File: config.mk
export PLATFORM = sky130hd
export DESIGN_NAME = arbiter
export DESIGN_NICKNAME = d
export VERILOG_FILES = /design/src/rtl/arbiter_pkg.sv /design/src/rtl/arbiter_prio_enc.sv /design/src/rtl/arbiter.sv
export SDC_FILE = /design/constraint.sdc
export NUM_CORES = 1
export LEC_CHECK = 0
export ABC_AREA = 1
export CORE_AREA = 5 5 42 44
export DETAILED_ROUTE_END_ITERATION = 10
export DIE_AREA = 0 0 47 49
export PLACE_DENSITY = 0.47
export SYNTH_ARGS = -nofsm -noshare
export SYNTH_HDL_FRONTEND = slang
export SYNTH_SLANG_ARGS = --single-unit
File: constraint.sdc
create_clock -name ack -period 1.2 [get_ports ack]
set_clock_uncertainty 0.05 [all_clocks]
set_input_delay 0.12 -clock ack [delete_from_list [all_inputs] [get_ports ack]]
set_output_delay 0.12 -clock ack [all_outputs]
set_load 0.01 [all_outputs]
File: src/rtl/arbiter_pkg.sv
// Shared constants and helpers for the round-robin arbiter.
package arbiter_pkg;

   // Default number of requesters and the matching pointer width.
   localparam int NUM_REQ_DEF = 4;
   localparam int PTR_W       = $clog2(NUM_REQ_DEF);

   // Widest supported request vector and the index width that covers it.
   localparam int MAX_REQ   = 16;
   localparam int MAX_PTR_W = 4;

   // Convert a one-hot (or all-zero) vector into the index of its set bit.
   // An all-zero input yields index 0; callers qualify it with a valid flag.
   function automatic logic [MAX_PTR_W-1:0] onehot_to_idx(input logic [MAX_REQ-1:0] oh);
      logic [MAX_PTR_W-1:0] idx;
      idx = '0;
      for (int i = 0; i < MAX_REQ; i++) begin
         if (oh[i]) begin
            idx = idx | MAX_PTR_W'(i);
         end
      end
      return idx;
   endfunction

endpackage

File: src/rtl/arbiter_prio_enc.sv
// Combinational lowest-index-first priority encoder.
module arbiter_prio_enc
   import arbiter_pkg::*;
#(
   parameter int W   = NUM_REQ_DEF,
   parameter int P_W = $clog2(W)
) (
   input  logic [W-1:0]   i_req,
   output logic           o_valid,
   output logic [P_W-1:0] o_idx,
   output logic [W-1:0]   o_onehot
);

   logic [MAX_PTR_W-1:0] w_idx_full;
   logic                 w_unused_idx;

   // Walk from the top index down so the lowest set bit is the last one written.
   always_comb begin
      o_onehot = '0;
      for (int i = W - 1; i >= 0; i--) begin
         if (i_req[i]) begin
            o_onehot    = '0;
            o_onehot[i] = 1'b1;
         end
      end
   end

   assign o_valid      = |i_req;
   assign w_idx_full   = onehot_to_idx(MAX_REQ'(o_onehot));
   assign o_idx        = w_idx_full[P_W-1:0];
   // Upper index bits are always zero for narrower vectors.
   assign w_unused_idx = &{1'b0, w_idx_full};

endmodule

File: src/rtl/arbiter.sv
// Work-conserving round-robin arbiter: one registered grant decision per
// rising edge of ack, searching from the index after the last winner.
module arbiter
   import arbiter_pkg::*;
#(
   parameter int NUM_REQ = NUM_REQ_DEF
) (
   input  logic               ack,
   input  logic               rst,
   input  logic [NUM_REQ-1:0] req,
   output logic [NUM_REQ-1:0] grant
);

   localparam int L_PTR_W = $clog2(NUM_REQ);

   logic [L_PTR_W-1:0] r_last;
   logic [NUM_REQ-1:0] r_grant;

   logic [NUM_REQ-1:0] w_mask;
   logic [NUM_REQ-1:0] w_req_masked;
   logic               w_m_valid;
   logic [L_PTR_W-1:0] w_m_idx;
   logic [NUM_REQ-1:0] w_m_onehot;
   logic               w_u_valid;
   logic [L_PTR_W-1:0] w_u_idx;
   logic [NUM_REQ-1:0] w_u_onehot;
   logic [NUM_REQ-1:0] w_next_grant;
   logic [L_PTR_W-1:0] w_next_last;

   // Keep only indices strictly above last. When last is the top index the
   // shift overflows to zero and the mask clears, forcing the unmasked path.
   assign w_mask       = ~((NUM_REQ'(2) << r_last) - NUM_REQ'(1));
   assign w_req_masked = req & w_mask;

   arbiter_prio_enc #(.W(NUM_REQ), .P_W(L_PTR_W)) u_enc_masked (
      .i_req    (w_req_masked),
      .o_valid  (w_m_valid),
      .o_idx    (w_m_idx),
      .o_onehot (w_m_onehot)
   );

   arbiter_prio_enc #(.W(NUM_REQ), .P_W(L_PTR_W)) u_enc_unmasked (
      .i_req    (req),
      .o_valid  (w_u_valid),
      .o_idx    (w_u_idx),
      .o_onehot (w_u_onehot)
   );

   // Prefer the masked winner (wrap-free part of the search); fall back to the
   // unmasked winner, which covers the wrap and the sole-holder case.
   always_comb begin
      w_next_grant = '0;
      w_next_last  = r_last;
      if (w_m_valid) begin
         w_next_grant = w_m_onehot;
         w_next_last  = w_m_idx;
      end else if (w_u_valid) begin
         w_next_grant = w_u_onehot;
         w_next_last  = w_u_idx;
      end
   end

   // Grant and pointer registers; reset points last at the top index so the
   // first search begins at index 0.
   always_ff @(posedge ack or posedge rst) begin
      if (rst) begin
         r_grant <= '0;
         r_last  <= L_PTR_W'(NUM_REQ - 1);
      end else begin
         r_grant <= w_next_grant;
         r_last  <= w_next_last;
      end
   end

   assign grant = r_grant;

endmodule

### Word level (Yosys, flattened, before mapping)

Cells that the tools add are included.

* bits in registers: 6
* bits of input ports: 6
* output and inout port bits: 4
* word-level logic and storage cells: 27

* add/subtract/negate cells: 1
* shifts and indexed selects: 1
* mux-type cells: 18
* bitwise gates (word level): 2
* reductions and logical operators: 3

Operator list (count)
* $mux 4: 10
* $mux 2: 6
* $reduce_or 4->1: 2
* $and 4x4->4: 1
* $not 4->4: 1
* $shl 2x2->4 const A: 1
* $sub 4x2->4 const B: 1
* $mux 1: 2
* $reduce_bool 2->1: 1

### Longest topological paths before layout

* word-level depth: 12
* mapped depth: 6
* gate-level depth less buffers: 6

### By module

From an unflattened synthesis, not the netlist that was laid out.

* cells, all modules: 67
* area, all modules: 417.9 um^2

By module, submodules not included
* arbiter: instances 1, cells each 35, area an instance 280.3 um^2, seq. area each 152.6 um^2
* arbiter_prio_enc: instances 2, cells each 16, area an instance 68.8 um^2, seq. area each 0.0 um^2

### Worst setup path after synthesis

OpenSTA, ideal clock, no wires.

* path kind: reg2reg
* from: reg r_last[1]
* to: reg r_last[0]
* library setup time: 81 ps
* data arrival time: 898 ps
* required time: 1069 ps
* slack: 171 ps
* stages on the path, launching flop included: 6
* path buffers: 0
* clock period less this slack: 1029 ps
* cell sequence: dfstp_2 -> nand2_1 -> nand2_2 -> nor2_1 -> nor2_1 -> nand3_2

* longest elaborated chain between the ends: 11
* elaborated cells on any way between the ends: 14
* classes of those cells: add/sub (1); shift (1); mux (8); bitwise (2); reduce/logical (2)

Ends and longest elaborated chain
* from (decl): line arbiter.sv:16 `logic [L_PTR_W-1:0] r_last;`
* from (signal assigned): line arbiter.sv:68 `r_last <= L_PTR_W'(NUM_REQ - 1);`
* from (signal assigned): line arbiter.sv:71 `r_last <= w_next_last;`
* $shl 2x2->4 (*): line arbiter.sv:32 `assign w_mask = ~((NUM_REQ'(2) << r_last) - NUM_REQ'(1));`
* $sub 4x2->4 (*): line arbiter.sv:32
* $not 4->4 (*): line arbiter.sv:32
* $and 4x4->4 (*): line arbiter.sv:33 `assign w_req_masked = req & w_mask;`
* $mux 4 (3 in series): line arbiter_prio_enc.sv:21 `if (i_req[i]) begin`
* $mux 1: line arbiter_pkg.sv:18 `if (oh[i]) begin`
* $mux 2 (2 in series): line arbiter_pkg.sv:18
* $mux 2: line arbiter.sv:54 `if (w_m_valid) begin`

Mark *: on every way between the ends. The rest lies on a longest branch, timed or not.
A chain may end at the register's enable or synchronous reset.

### Worst setup path in the final report

Ends and elaborated chain as after synthesis.

==> results_dict.tcl <==
set metrics [dict create \
    die-area_mm2 0.00230 \
    required_ps 1310 \
    gp_congestion 0.796 \
    path_buf_inv 0 \
    ys_types 15 \
    fin_nets 63 \
    wl_per_cell_um 8.76 \
    seq_area_frac_synth_pct 45.0 \
    placed_area_um2 457 \
    cpLargestDelayFamily "flip-flops" \
    die_y_um 49 \
    cp_common_cell "nand2_2" \
    drv_cap 0 \
    viasPerCell 4.06 \
    drt_iter0_drc 0 \
    ant_nets 0 \
    cts_tree "built" \
    fin_crit_sh_pct 93.2 \
    multi_input_area_um2 170 \
    clk_pin_slew_ps 50 \
    dp_hpwl_um 535 \
    nFillCells 160 \
    first_global_vias 288 \
    synth_area_um2 339 \
    cts.sinks 6 \
    run_status "complete, no violations" \
    ctsHoldBuffers 0 \
    pin_count 10 \
    core-area_mm2 0.00140 \
    finalMaxSlewViolations 0 \
    post_cts_buffers 0 \
    antenna_found_initial 0 \
    crit_chain "nand2_2, nand2_2, nor2_2, nor2_1, nand3_2" \
    seqCellArea_um2 153 \
    initial_core_util_pct 24.2 \
    postSynthAreaPerCell_um2 8.07 \
    numPortBuffers 9 \
    path_class "reg -> reg" \
    start_kind "flop" \
    setup.worst_path.end_class "flop" \
    synth_seq_cells 6 \
    power_density_mw_per_mm2 1680 \
    grt_overflow 0 \
    synthToLayoutAreaGrowth_pct 43.9 \
    cp_max_fo 4 \
    cts_max_path_buffers 2 \
    dr_total_vias 292 \
    power_w 0.000822 \
    dr.pass1.iters 1 \
    worst_pin_slew_ps 218 \
    min_path_type "in -> async" \
    hold_violations 0 \
    grt_max_degree 7 \
    root_buffer "clkbuf_4" \
    max_freq_mhz 894 \
    final-setup-viol-count 0 \
    max_slew_margin_pct 85.4 \
    syn_inst 42 \
    h-tree-depth 1 \
    slowest_delay_ps 580 \
    clock_latency_ps 240 \
    crit_slowest_cell "dfstp_2" \
    stdcell_area_um2 488 \
    vdd_drop_max_mv 0.418 \
    drive_gt1_share_pct 32.1 \
    holdWs_ps 36.3 \
    synth_nets 48 \
    grt_pass1_wl_mm 1.12 \
    diodes 0 \
    track_usage_pct 6.85 \
    critPathArrivalTime_ps 1230 \
    die_x_um 47 \
    p_leak_nw 0.256 \
    rows 14 \
    numCtsBuffers 3 \
    remaining_drc_errors 0 \
    fin_crit_ps 1120 \
    routed_wl_um 631 \
    ys.warnings.count 0 \
]
cell usage in the layout, fill, tap and decap left out:
master,netlist,final
buf_4,0,1
clkbuf_1,0,1
clkbuf_4,0,3
clkdlybuf4s50_1,0,5
dfrtp_1,4,4
dfstp_2,2,2
dlygate4sd2_1,0,4
inv_1,6,6
inv_2,1,1
nand2_1,8,7
nand2_2,2,3
nand2_4,1,1
nand3_1,3,2
nand3_2,2,3
nand4_1,1,1
nor2_1,7,6
nor2_2,0,1
nor2_4,1,1
o21ai_0,1,1
o21ai_1,1,1
o21ai_2,2,2
power breakdown:
group	internal, W	switching [W]
clock network	0.000126	0.0000706
logic	0.000126	0.000175
registers	0.000283	0.0000419
kinds of logic (layout without fill, tap and decap cells):
logic type / Yosys count / count (layout) / synth area share, %
buffers and inverters: 7 / 21 / 7.75
and+or+nand+nor: 25 / 25 / 39.1
AOI/OAI and AO/OA: 4 / 4 / 8.12
DFF: 6 / 6 / 45.0
worst paths after layout:
path | start | end | slack, ps | cells after the start
max | r_last[1] | r_last[0] | 80 | 5
min | rst | grant[3] | 40 | 2
max reg2reg | r_last[1] | r_last[0] | 80 | 5
min reg2reg | r_last[1] | r_last[1] | 500 | 2
max in group asynchronous | rst | r_last[0] | 810 | 2
min in group ack | req[0] | grant[0] | 470 | 3
metal layers:
layer / GRT usage (%) / part of all wire [%]
met5: 0 / 0
met1: 9.31 / 46
met4: 6.91 / 0
met3: 1.11 / 7.8
met2: 8.37 / 46
worst reg2reg max path, delay by kind of cell (launching register included):
| family | cells | cell delay (ps) |
|---|---|---|
| flops | 1 | 580 |
| simple gates | 5 | 430 |
per-stage QoR:
step | worst slack, ps | utilization, % | setup TNS [ps] | cells
final | 81.1 | 34.8 | 0 | 72
after detailed placement | -44.7 | 32.6 | -162 | 68
after floorplan | 171 | - | 0 | 42
after global placement | -49.7 | 32.6 | -191 | 68
after global routing | -0.264 | 34.8 | -0.264 | 72
after CTS | 58.0 | 34.1 | 0 | 72
Yosys cell counts:
cell,n,area [um2]
nand2_1,8,30.0
nor2_1,7,26.3
inv_1,6,22.5
dfrtp_1,4,100
nand3_1,3,15.0
dfstp_2,2,52.6
nand2_2,2,12.5
nand3_2,2,20.0
o21ai_2,2,17.5
inv_2,1,3.75
nand2_4,1,11.3
nand4_1,1,6.26
nor2_4,1,11.3
o21ai_0,1,5.00
o21ai_1,1,5.00
layout make-up:
class                      count  area share (%)
timing repair buffer          10            19.0
multi-input combinational     29            34.9
tap                           16            4.10
inverter                       7            5.38
sequential                     6            31.3
clock buffer                   4            5.38
what timing repair did:
item / 4_1_cts / 5_1_grt
endpoints found under the hold margin: 0 / 0
resized for setup: 4 / 3
gates cloned: 0 / 0
pin swaps: 0 / 1
endpoints found under the setup margin: 4 / 4
flip-flops by register name (all words and copies together), names as in the netlist:
register  count
grant         4
r_last        2
(Power assumes the default switching activity.)
